## config.mk

```make
export PLATFORM = sky130hd
export DESIGN_NAME = fma_align_shamt_stage
export DESIGN_NICKNAME = d
export VERILOG_FILES = /design/src/rtl/fma_align_shamt_stage.sv
export SDC_FILE = /design/constraint.sdc
export NUM_CORES = 1
export LEC_CHECK = 0
export CAP_MARGIN = 25
export CORE_MARGIN = 2
export CORE_UTILIZATION = 55
export DETAILED_ROUTE_END_ITERATION = 8
export PLACE_DENSITY = 0.86
export SLEW_MARGIN = 20
export SYNTH_ARGS = -nofsm -noshare
export SYNTH_HDL_FRONTEND = slang
export SYNTH_SLANG_ARGS = --single-unit
```

## constraint.sdc

```tcl
create_clock -name clk -period 5.7 [get_ports clk]
set_input_delay 1.425 -clock clk [delete_from_list [all_inputs] [get_ports clk]]
set_output_delay 1.425 -clock clk [all_outputs]
set_load 0.005 [all_outputs]
```

## src/rtl/fma_align_shamt_stage.sv

```systemverilog
// ----------------------------------------------------------------------------
// fma_align_shamt_stage
//
// Purpose:
//   Elastic two-stage pipeline that sits directly in front of the FMA addend
//   aligner. From the raw exponent fields of A, B and C and the fraction of C
//   it produces C's significand with the hidden bit, the clamped right-shift
//   amount the aligner applies to {0, C, 54'b0}, and the tentative product
//   exponent that the adder/normalise stages need later on.
//
// Ports:
//   clk        rising-edge clock
//   rst        asynchronous reset, active-high
//   in_valid   input beat valid
//   in_ready   stage can accept a beat (combinational from out_ready)
//   ea, eb, ec biased exponent fields of A, B, C
//   fc         fraction field of C
//   out_valid  output beat valid
//   out_ready  downstream accepts the beat
//   c_sig      C significand including the hidden bit
//   shamt      clamped alignment shift, 0..MAX_SHAMT
//   prod_exp   signed tentative product exponent ea'+eb'-BIAS
//   c_dom      unclamped shift was negative (C far exceeds the product)
//   c_under    unclamped shift exceeded MAX_SHAMT (C is entirely sticky)
// ----------------------------------------------------------------------------
module fma_align_shamt_stage #(
    parameter int EXP_WIDTH   = 8,
    parameter int SIG_WIDTH   = 23,
    parameter int SHAMT_WIDTH = 7,
    parameter int BIAS        = 127
) (
    input  logic                   clk,
    input  logic                   rst,
    input  logic                   in_valid,
    output logic                   in_ready,
    input  logic [EXP_WIDTH-1:0]   ea,
    input  logic [EXP_WIDTH-1:0]   eb,
    input  logic [EXP_WIDTH-1:0]   ec,
    input  logic [SIG_WIDTH-1:0]   fc,
    output logic                   out_valid,
    input  logic                   out_ready,
    output logic [SIG_WIDTH:0]     c_sig,
    output logic [SHAMT_WIDTH-1:0] shamt,
    output logic [EXP_WIDTH+1:0]   prod_exp,
    output logic                   c_dom,
    output logic                   c_under
);

    localparam int SHAMT_OFFSET = SIG_WIDTH + 4;
    localparam int MAX_SHAMT    = 3 * (SIG_WIDTH + 1) + 6;
    localparam int PW           = EXP_WIDTH + 2;
    localparam int DW           = EXP_WIDTH + 3;

    logic                   s1_valid;
    logic                   s2_valid;
    logic                   s1_adv;
    logic                   s2_adv;

    logic [EXP_WIDTH-1:0]   ea_eff;
    logic [EXP_WIDTH-1:0]   eb_eff;
    logic [EXP_WIDTH-1:0]   ec_eff;
    logic signed [PW-1:0]   prod_next;

    logic [PW-1:0]          s1_prod;
    logic [EXP_WIDTH-1:0]   s1_ec;
    logic [SIG_WIDTH:0]     s1_sig;

    logic signed [DW-1:0]   d;
    logic [SHAMT_WIDTH-1:0] shamt_next;
    logic                   dom_next;
    logic                   under_next;

    // Handshake: stage 2 frees up when drained or empty; stage 1 can take a
    // new beat whenever it is empty or its current beat moves on.
    assign s2_adv    = out_ready || !s2_valid;
    assign s1_adv    = s1_valid && s2_adv;
    assign in_ready  = !s1_valid || s2_adv;
    assign out_valid = s2_valid;

    // Stage-1 datapath: a zero exponent field (zero/subnormal) behaves as
    // exponent 1; the hidden bit of C is set only for normal encodings.
    always_comb begin
        ea_eff    = (ea == '0) ? EXP_WIDTH'(1) : ea;
        eb_eff    = (eb == '0) ? EXP_WIDTH'(1) : eb;
        ec_eff    = (ec == '0) ? EXP_WIDTH'(1) : ec;
        prod_next = $signed({2'b00, ea_eff}) + $signed({2'b00, eb_eff})
                  - $signed(PW'(BIAS));
    end

    // Stage-2 datapath: the unclamped shift is computed one bit wider than
    // the product exponent so that every input combination fits without
    // wrapping; the sign bit alone decides the C-dominant case.
    always_comb begin
        d = $signed({s1_prod[PW-1], s1_prod}) - $signed({3'b000, s1_ec})
          + $signed(DW'(SHAMT_OFFSET));
        shamt_next = d[SHAMT_WIDTH-1:0];
        dom_next   = 1'b0;
        under_next = 1'b0;
        if (d[DW-1]) begin
            shamt_next = '0;
            dom_next   = 1'b1;
        end else if (d > $signed(DW'(MAX_SHAMT))) begin
            shamt_next = SHAMT_WIDTH'(MAX_SHAMT);
            under_next = 1'b1;
        end
    end

    // Stage-1 register: occupancy follows in_valid whenever the slot is free
    // to change; payload only loads on an actual transfer.
    always_ff @(posedge clk or posedge rst) begin
        if (rst) begin
            s1_valid <= 1'b0;
            s1_prod  <= '0;
            s1_ec    <= '0;
            s1_sig   <= '0;
        end else begin
            if (in_ready) begin
                s1_valid <= in_valid;
            end
            if (in_valid && in_ready) begin
                s1_prod <= prod_next;
                s1_ec   <= ec_eff;
                s1_sig  <= {(ec != '0), fc};
            end
        end
    end

    // Stage-2 register drives the outputs directly, so a stalled beat keeps
    // its payload untouched until the consumer takes it.
    always_ff @(posedge clk or posedge rst) begin
        if (rst) begin
            s2_valid <= 1'b0;
            c_sig    <= '0;
            shamt    <= '0;
            prod_exp <= '0;
            c_dom    <= 1'b0;
            c_under  <= 1'b0;
        end else begin
            if (s2_adv) begin
                s2_valid <= s1_valid;
            end
            if (s1_adv) begin
                c_sig    <= s1_sig;
                shamt    <= shamt_next;
                prod_exp <= s1_prod;
                c_dom    <= dom_next;
                c_under  <= under_next;
            end
        end
    end

endmodule
```

## Word-level counts from Yosys, hierarchy flattened

Cells that the tools add are included.
Widths: inputs -> output; s select.

| storage, ports and cells | value |
|---|---|
| output and inout bits | 45 |
| logic and storage cells | 33 |
| input port bits | 51 |
| bits in registers | 87 |

| operators by class | value |
|---|---|
| reduce and logical (&&, ||, !) cells | 10 |
| multiplexer cells | 8 |
| magnitude comparators | 1 |
| add/sub/neg operators | 4 |

Operator list:

| cell | number |
|---|---|
| $logic_not 8->1 | 3 |
| $mux 8 | 3 |
| $mux 7 | 2 |
| $add 11x6->11 const B | 1 |
| $gt 11x8->1 const B | 1 |
| $sub 10x9->11 | 1 |
| $sub 9x7->10 const B | 1 |
| $add 8x8->9 | 1 |
| $reduce_bool 8->1 | 1 |
| $mux 1 | 3 |
| $logic_and 1x1->1 | 2 |
| $logic_not 1->1 | 2 |
| $logic_or 1x1->1 | 2 |

## Depth between registers and ports, before layout

| logic depth | value |
|---|---|
| word-level depth | 5 |
| mapped depth | 12 |
| depth with buffers taken out | 12 |

## Worst setup path before layout

Ideal clock, no wire load.

| path | value |
|---|---|
| kind | input to register |
| from | input port ea[1] |
| to | register s1_prod[7] |
| setup time | 0.133 ns |
| arrival time | 3.199 ns |
| cell stages on the path | 10 |
| setup slack | 2.368 ns |
| path buffers | 1 |
| data required time | 5.567 ns |
| path through | clkbuf_1 -> ha_1 -> ha_1 -> fa_1 -> a21o_1 -> a21oi_1 -> o21bai_1 -> a21oi_1 -> xnor2_1 -> o21ai_1 |

| between the ends | value |
|---|---|
| cells in the longest elaborated chain, start to end | 4 |

RTL lines:

| item | RTL line | source |
|---|---|---|
| start: declaration | 36 | `input logic [EXP_WIDTH-1:0] ea,` |
| $logic_not 8->1 | 83 | `ea_eff = (ea == '0) ? EXP_WIDTH'(1) : ea;` |
| $mux 8 * | 83 |  |
| $add 8x8->9 * | 86 | `prod_next = $signed({2'b00, ea_eff}) + $signed({2'b00, eb_eff})` |
| $sub 9x7->10 * | 87 | `- $signed(PW'(BIAS));` |
| end signal: assignment | 121 | `s1_prod <= prod_next;` |
| end: declaration | 64 | `logic [PW-1:0] s1_prod;` |

Every way passes the cells marked *; elsewhere a longest branch is shown, timed or not.
A chain may end at the register's enable or synchronous reset.

## Final worst setup path

| path | value |
|---|---|
| from | input port out_ready |
| to | output port in_ready |

| between the ends | value |
|---|---|
| cells in the longest elaborated chain, start to end | 2 |

RTL lines:

| item | RTL line | source |
|---|---|---|
| start: declaration | 41 | `input logic out_ready,` |
| $logic_or 1x1->1 | 75 | `assign s2_adv = out_ready \|\| !s2_valid;` |
| $logic_or 1x1->1 | 77 | `assign in_ready = !s1_valid \|\| s2_adv;` |
| end: declaration | 35 | `output logic in_ready,` |

Every way passes these cells.

==> impl_metrics.ini <==
[outcome]
status = completed

[drt]
viasPerCell = 5.32
wirelength_mm = 8.69
drc = 0
routedWlPerCell_um = 15.6
first_iter_violations = 85
vias = 2970
postRouteAntennaNets = 0
dr.pass1.iters = 4

[floorplan]
core_area_um2 = 7650
row_count = 32
dieArea_um2 = 8530
start_util_pct = 56.1
die_y_um = 92.3
fp.dieW_um = 92.3
ios = 96

[worst_setup_path]
critPathLaunchType = input pin
worst-endpoint-arrival_ns = 2.59
timing_worst_setup_path_type = input pin to output pin
crit_chain = clkdlybuf4s50_1 -> nand3b_1 -> clkdlybuf4s50_1
cp_max_fo = 4
required_ns = 4.28
cp.buffers_inverters = 2
slowest_stage = clkdlybuf4s50_1
crit_top_cell = clkdlybuf4s50_1
crit_family = buffers and inverters
worst_setup_path_end_kind = output pin
worst_path_largest_cell_delay_ns = 0.52
r2r_setup_slack_ns = 2.99

[pwr]
power_switching_mw = 0.680
seqPwrFrac_pct = 39.0
switching_share_pct = 31.9
ir_drop_mv = 0.209
power_frac_clock_pct = 22.0
power.density_nw_per_um2 = 386
power.internal_mw = 1.45
p_leak_nw = 2.46
power_frac_comb_pct = 39.0

[timing]
fin_crit_ns = 4.02
finClkSkew_ns = 0.0118
slew_headroom_pct = 50.0
rsz0062_at_grt = false
fin_hold_ws_ns = 0.490
setup_ws_ns = 1.68
finalSetupViolations = 0
period_share_pct = 70.5
slew_viol_final = 0
clock.fmax_mhz = 249
worst_slew_pin_slew_ns = 0.748
hold_violations = 0
tns_ns = 0

[clock_network]
clk_path_buf_depth = 2
clockRootBuffer = clkbuf_8
cts_tree = done
cts_buffers = 9
cts_htree_levels = 3
post_cts_buffers = 0
clk_pin_slew_ns = 0.08
postCtsHoldBufs = 0
clock_sinks = 87
ctsResizeCount = 0
clk_latency_ns = 0.36

[global_routing]
grt_max_degree = 48
grt_antenna_before_repair = 0
track_usage_pct = 21.2
grt_pass1_wl_mm = 14.0
grt_pass1_vias = 2963
grt-ovfl-total = 0

[yosys]
syn_nets = 451
ys_ff_latch = 87
ys_types = 44
synthTopCellsByCount = dfrtp_1, ha_1, mux2_1, mux2_2
synth-edff-count = 0
synth_warnings = 0
synth_area_um2 = 4290
ys.flop_type = dfrtp_1
synth_area_leader_cell = dfrtp_1
synthCells = 366
yosysMostFrequentCell = dfrtp_1
async_reset_ff_share_pct = 100
syn-mean-instance-area_um2 = 11.7
yosys-top-cells-area = dfrtp_1, ha_1, mux2_1, mux2_2, inv_1
synth_top_area_share_pct = 50.7
seq_area_frac_synth_pct = 50.7

[cells_and_area]
antenna_cells = 0
fin_cells = 558
area_delta_synth_final_pct = 29.0
drive_above_1_share_pct = 13.2
final_util_pct = 72.4
nets = 537

[placement]
dp.cells = 543
gp_congestion = 0.785
portBuffers = 95
dp_hpwl_mm = 6.58
dp_slack_ns = 1.62

[job]
cap_violations = 0

[worst_hold_path]
hp-class = register to register
-- state kept, by name, summed over array words and instances (netlist names) --
| register | cells |
|---|---|
| c_dom | 1 |
| c_sig | 24 |
| c_under | 1 |
| out_valid | 1 |
| prod_exp | 10 |
| s1_ec | 8 |
| s1_prod | 10 |
| s1_sig | 24 |
| s1_valid | 1 |
| shamt | 7 |
-- through the flow --
step | cell area, µm² | power [mW]
2_1_floorplan | 4290 | 1.34
3_3_place_gp | 5300 | 1.64
3_5_place_dp | 5320 | 1.68
4_1_cts | 5540 | 2.15
5_1_grt | 5540 | 2.27
6_report | 5540 | 2.13
-- cell families after synthesis --
group | count (synthesis) | synth area share (%)
flops | 87 | 50.7
fa+ha+maj | 34 | 10.3
mux | 57 | 14.9
buf+inv | 50 | 4.49
xor+xnor | 10 | 2.04
compound gates | 63 | 10.2
simple gates | 65 | 7.37
-- tightest hold or removal path, stage by stage, from the launching register on --
cell	delay [ns]
dfrtp_1	0.35
nand2_1	0.05
o21ai_1	0.06
-- power by group through the flow --
stage	combinational (mW)	clock [mW]	sequential, mW
after global routing	0.917	0.501	0.849
after detailed placement	0.834	0	0.844
after CTS	0.843	0.477	0.832
after floorplan	0.509	0	0.833
final	0.833	0.470	0.832
after global placement	0.808	0	0.833
-- path summary, 6_finish.rpt --
kind,from,endpoint,cells past startpoint
max in group asynchronous,rst,prod_exp[4]$_DFFE_PP0P_,3
worst min register to register,s1_prod[4]$_DFFE_PP0P_,s1_prod[4]$_DFFE_PP0P_,2
worst min-delay path,s1_prod[4]$_DFFE_PP0P_,s1_prod[4]$_DFFE_PP0P_,2
worst max register to register,s1_prod[1]$_DFFE_PP0P_,shamt[3]$_DFFE_PP0P_,10
worst max-delay path,out_ready,in_ready,3
min in group asynchronous,rst,s1_sig[12]$_DFFE_PP0P_,2
-- cells in the final DEF, fill, tap and decap left out, drive strengths merged, types with 3 or more instances in the layout --
cell           instances
clkdlybuf4s50         95
dfrtp                 87
mux2                  56
ha                    32
inv                   28
nand2                 27
o21ai                 23
a21oi                 14
nor2                  10
clkbuf                 9
nor3                   6
xor2                   5
xnor2                  5
nand2b                 5
a21o                   4
a22o                   4
nor4                   4
and2                   3
o31ai                  3
clkinv                 3
buf                    3
-- final cells by class --
| class | count | area, µm² |
|---|---|---|
| inverter | 27 | 103 |
| multi-input combinational | 229 | 1930 |
| fill | 551 | 2110 |
| timing repair buffer | 98 | 986 |
| sequential | 87 | 2180 |
| clock inverter | 6 | 93.8 |
| clock buffer | 9 | 124 |
| tap | 102 | 128 |
-- layer usage --
layer,vias to the layer above,part of all wire [%],track usage [%]
li1,1435,-,-
met1,1462,44,27.5
met2,64,51,35.8
met3,9,3.7,4.31
met4,0,1.2,6.72
met5,-,0,0
No activity file was read; power rests on OpenSTA's default activity.
